$ cat src/rtl/multi_freq_gen.sv
// Multi-channel 50% duty square-wave generator with per-channel
// shadow/active half-period registers, enables and a common sync.
module multi_freq_gen #(
  parameter int NUM_CH       = 2,
  parameter int SEL_W        = 1,
  parameter int DIV_W        = 16,
  parameter int DEFAULT_HALF = 1
) (
  input  logic              i_Clk,
  input  logic              i_Reset,
  input  logic [NUM_CH-1:0] i_Enable,
  input  logic              i_Load,
  input  logic [SEL_W-1:0]  i_Ch_Sel,
  input  logic [DIV_W-1:0]  i_Half_Period,
  input  logic              i_Sync,
  output logic [NUM_CH-1:0] o_Freq_Out,
  output logic [NUM_CH-1:0] o_Tick
);

  localparam logic [DIV_W-1:0] HALF_RST = DIV_W'(DEFAULT_HALF);

  for (genvar n = 0; n < NUM_CH; n++) begin : g_ch
    logic [DIV_W-1:0] cnt;
    logic [DIV_W-1:0] shadow;
    logic [DIV_W-1:0] active;
    logic [DIV_W-1:0] shadow_nxt;
    logic             out_q;
    logic             tick_q;
    logic             load_hit;
    logic             term;

    assign load_hit   = i_Load && (32'(i_Ch_Sel) == n);
    assign shadow_nxt = load_hit ? i_Half_Period : shadow;
    assign term       = (cnt == active);

    // Sync wins over disable and terminal count; a same-cycle load
    // reaches active directly whenever active is being refreshed.
    always_ff @(posedge i_Clk or posedge i_Reset) begin
      if (i_Reset) begin
        cnt    <= '0;
        shadow <= HALF_RST;
        active <= HALF_RST;
        out_q  <= 1'b0;
        tick_q <= 1'b0;
      end else begin
        shadow <= shadow_nxt;
        if (i_Sync || !i_Enable[n]) begin
          cnt    <= '0;
          out_q  <= 1'b0;
          tick_q <= 1'b0;
          active <= shadow_nxt;
        end else if (term) begin
          cnt    <= '0;
          out_q  <= ~out_q;
          tick_q <= ~out_q;
          active <= shadow_nxt;
        end else begin
          cnt    <= cnt + 1'b1;
          tick_q <= 1'b0;
        end
      end
    end

    assign o_Freq_Out[n] = out_q;
    assign o_Tick[n]     = tick_q;
  end

endmodule

$ cat config.mk
export PLATFORM = sky130hd
export DESIGN_NAME = multi_freq_gen
export DESIGN_NICKNAME = d
export VERILOG_FILES = /design/src/rtl/multi_freq_gen.sv
export SDC_FILE = /design/constraint.sdc
export NUM_CORES = 1
export LEC_CHECK = 0
export CAP_MARGIN = 40
export CORE_MARGIN = 2
export CORE_UTILIZATION = 40
export DETAILED_ROUTE_END_ITERATION = 10
export PLACE_DENSITY = 0.57
export SYNTH_ARGS = -nofsm -noshare
export SYNTH_HDL_FRONTEND = slang
export SYNTH_SLANG_ARGS = --single-unit
$ cat constraint.sdc
create_clock -name i_Clk -period 7.27 [get_ports i_Clk]
set_input_delay 2.181 -clock i_Clk [delete_from_list [all_inputs] [get_ports i_Clk]]
set_output_delay 2.181 -clock i_Clk [all_outputs]
set_load 0.01 [all_outputs]
After elaboration in Yosys (flattened, before gate mapping). Cells that the tools add are included.

Output and inout port bits: 4. Input port bits: 23. Flip-flop bits (word level): 100. Logic and storage cells: 43.

Multiplexer cells: 18. Reductions and logical operators: 8. Add/subtract/negate cells: 2. Bitwise operators: 3. Equal/unequal tests: 2.

Operators with widths (number): 2-to-1 mux 16 bit (10); adder 16 x 1 -> 16 bit (second input constant) (2); == test 16 bit (2); 2-to-1 mux 1 bit (8); nonzero test 2 bit (2); NOT 1 bit (3); logical AND 1 bit (2); logical NOT 1 bit (2); logical OR 1 bit (2).

Depth between registers and ports, before layout.
Depth in word-level cells: 5. Gate-level depth with buffers: 8. Mapped depth without buffers: 5.

Least setup slack after synthesis. No wires, ideal clock.

Path kind: input to register. Start: input port i_Ch_Sel. End: register g_ch[0].active[5]. Stages: 5. Required time: 7145 ps. Buffers on the path: 2. Setup time: 125 ps. Arrival: 3234 ps. Path slack: 3911 ps. Cell sequence: nand2b_1 -> buf_2 -> buf_2 -> mux2_2 -> mux2_2.

Cells in the longest elaborated chain, start to end: 5.

Ends and longest elaborated chain: start: declaration (line 13) `input logic [SEL_W-1:0] i_Ch_Sel,`; NOT 1 bit (*) (line 32) `assign load_hit = i_Load && (32'(i_Ch_Sel) == n);`; logical AND 1 bit (*) (line 32); 2-to-1 mux 16 bit (*) (line 33) `assign shadow_nxt = load_hit ? i_Half_Period : shadow;`; via g_ch[0].shadow_nxt[5] (line 26) `logic [DIV_W-1:0] shadow_nxt;`; 2-to-1 mux 16 bit (line 52) `end else if (term) begin`; 2-to-1 mux 16 bit (*) (line 47) `if (i_Sync || !i_Enable[n]) begin`; end signal: assignment (line 51) `active <= shadow_nxt;`; end signal: assignment (line 56) `active <= shadow_nxt;`; end: declaration (line 25) `logic [DIV_W-1:0] active;`.

Mark *: on every way through the listed nets, which the timed path passes. The rest lies on a longest branch. The select of a mux whose other input is x is not followed. A chain may end at the register's enable or synchronous reset.

Worst setup path in the final report.
Start: input port i_Ch_Sel. End: register g_ch[0].active[7].

The elaborated chain is that of the path after synthesis.

==> impl_metrics.env <==
export IMPL_syn_num_nets=362
export IMPL_fill_cells=990
export IMPL_synth_avg_cell_area_um2=13.49
export IMPL_initial_core_util=0.4139
export IMPL_drt_iter0_drc=77
export IMPL_clock_skew_ns=0.006314
export IMPL_drv_cap=0
export IMPL_synth_area_um2=4546
export IMPL_dieArea_um2=12230
export IMPL_fp_dieW_um=110.6
export IMPL_num_rows=38
export IMPL_cts_sink_count=100
export IMPL_route_vias_total=2415
export IMPL_ff_latch_area_um2=2507
export IMPL_clk_insertion_delay_late_ns=0.34
export IMPL_dpl_cell_area_um2=4862
export IMPL_cts_tree="built"
export IMPL_peakVddDrop_v=0.0001145
export IMPL_cts_setup_buffers=0
export IMPL_r2r_end="g_ch[1].active[13]"
export IMPL_finalHoldWorstSlack_ns=0.4892
export IMPL_core_area_um2=10980
export IMPL_cp_data_arrival_time_ns=3.95
export IMPL_synth_seq_area_share=0.5516
export IMPL_io_pins=27
export IMPL_path_class="in -> reg"
export IMPL_maxSlewHeadroom=0.4812
export IMPL_layout_cells_non_filler=505
export IMPL_n_antenna_cell=0
export IMPL_gp_congestion=0.7900
export IMPL_rr_worst_depth=6
export IMPL_rsz0062_at_grt="false"
export IMPL_final_area_um2=5141
export IMPL_drc=0
export IMPL_netlist_instances=337
export IMPL_reg2reg_slack_ns=4.88
export IMPL_finalHoldViolCount=0
export IMPL_synth_warning_count=0
export IMPL_grt_start_max_net_pins=54
export IMPL_grt_use_total=0.1400
export IMPL_synth_seq_cells=100
export IMPL_cts_path_max_buffers=2
export IMPL_antenna_found_initial=0
export IMPL_cp_max_fo=16
export IMPL_area_growth_pct=13.10
export IMPL_hold_start="g_ch[0].out_q"
export IMPL_viasPerCell=4.782
export IMPL_power_density_nw_per_um2=244.3
export IMPL_cts_hold_buf=0
export IMPL_place_hpwl_mm=5.426
export IMPL_antenna_left=0
export IMPL_multi_input_area_um2=1863
export IMPL_root_buffer="clkbuf_16"
export IMPL_period_needed_ns=3.726
export IMPL_rr_startpoint="g_ch[1].cnt[3]"
export IMPL_min_delay_path_depth=1
export IMPL_cp_data_required_time_ns=7.50
export IMPL_fin_crit_sh=0.5126
export IMPL_worst_pin_slew_ns=0.7782
export IMPL_synth_cell_type_count=27
export IMPL_fin_nets=385
export IMPL_wl_per_cell_um=15.38
export IMPL_power_leakage_nw=2.313
export IMPL_cp_start_kind="primary input"
export IMPL_drive_gt1_frac=0.2493
export IMPL_status="finished clean"
export IMPL_fin_setup_tns_ns=0
export IMPL_portBuffers=26
export IMPL_hold_end="g_ch[0].tick_q"
export IMPL_grt_pass1_vias=2614
export IMPL_grt_pass1_wl_mm=13.77
export IMPL_post_place_cells=489
export IMPL_fmax_mhz=268.4
export IMPL_htree_num_levels=3
export IMPL_endpoint_kind="register"
export IMPL_clk_pin_slew_worst_paths_ns=0.07
export IMPL_min_path_type="reg -> reg"
export IMPL_finalMaxSlewViolations=0
export IMPL_drt_pass1_iter_count=4
export IMPL_die_h_um=110.6
export IMPL_routed_wl_mm=7.765
export IMPL_cts_resized=0
export IMPL_cts_inserted_buffers=9
export IMPL_setup_violations=0
export IMPL_grt_overflow=0
## Yosys cell counts
master,number,area (µm²)
and3_1,5,31.28
and4_1,7,61.31
buf_12,2,40.04
buf_2,3,15.01
buf_4,4,30.03
buf_6,5,56.30
buf_8,1,15.01
clkbuf_1,2,7.510
dfrtp_1,96,2402
dfstp_2,4,105.1
ha_1,2,25.02
inv_1,3,11.26
mux2_1,3,33.78
mux2_2,38,427.9
mux2_4,23,345.3
nand2_1,8,30.03
nand2b_1,4,25.02
nand2b_2,1,8.760
nand3_1,12,60.06
nand4_1,5,31.28
nand4_2,1,12.51
nor2_1,35,131.4
nor3_1,3,15.01
nor4_1,3,18.77
nor4_2,5,62.56
xnor2_1,8,70.07
xor2_1,54,473.0
## layout by cell type, fill, tap and decap left out, drive strengths merged
cell / count
dfrtp: 96
mux2: 64
xor2: 54
nor2: 35
clkdlybuf4s50: 26
nand3: 12
clkbuf: 11
nand2: 8
xnor2: 8
nor4: 8
and4: 7
nand4: 6
and3: 5
nand2b: 5
dfstp: 4
inv: 4
nor3: 3
clkinvlp: 3
buf: 3
ha: 2
clkinv: 1
## registers in the layout, summed over array words and instances (netlist names)
| name | flops |
|---|---|
| g_ch.active | 32 |
| g_ch.cnt | 32 |
| g_ch.tick_q | 2 |
| g_ch.out_q | 2 |
| g_ch.shadow | 32 |
## where the power goes
part	total, W	internal, W	switching, W
Combinational	0.000154	0.0000915	0.0000630
Sequential	0.000652	0.000618	0.0000334
Clock	0.000450	0.000242	0.000208
## per-stage QoR
step,utilization,total power [W],worst slack (ns)
floorplan,-,0.0007789,2.477
global placement,0.4402,0.0008139,3.174
detailed placement,0.4427,0.0008200,3.166
CTS,0.4681,0.001274,3.515
global route,0.4681,0.001316,3.410
finish,0.4681,0.001256,3.544
## area by class of cell
| class | instances | share of cell area |
|---|---|---|
| clock buffers | 11 | 0.04721 |
| clock inverters | 5 | 0.007058 |
| inverters | 3 | 0.002677 |
| multi-input cells | 217 | 0.3624 |
| flip-flops and latches | 100 | 0.4877 |
| well taps | 140 | 0.03407 |
| repair buffers | 29 | 0.05890 |
## how the worst max path moves through the flow
stage               startpoint                  to  slack (ns)  cells after the start
floorplan              i_Reset  g_ch[0].active[10]        2.48                      1
global placement      i_Ch_Sel   g_ch[0].active[9]        3.17                      4
detailed placement    i_Ch_Sel   g_ch[0].active[7]        3.17                      4
finish                i_Ch_Sel   g_ch[0].active[7]        3.54                      4
CTS                   i_Ch_Sel   g_ch[0].active[5]        3.52                      4
global route          i_Ch_Sel   g_ch[0].active[7]        3.41                      4
## layer usage
metal,vias to the layer above,global-route usage,part of all wire
li1,1191,-,-
met1,1203,0.1866,0.48
met2,14,0.2270,0.49
met3,7,0.03787,0.021
met4,0,0.03667,0.0095
met5,-,0,0
## critical path, stage by stage
cell and delay, ns:
clkdlybuf4s50_1 0.46, nand2b_1 0.61, mux2_2 0.43, mux2_2 0.26
## cells by family after synthesis
logic type / Yosys count / synth area share
muxes: 64 / 0.1775
DFF: 100 / 0.5516
adders and majority gates: 2 / 0.005504
and+or+nand+nor: 89 / 0.1073
xor gates and xnor gates: 62 / 0.1195
buffers and inverters: 20 / 0.03853
(Power assumes the default switching activity.)
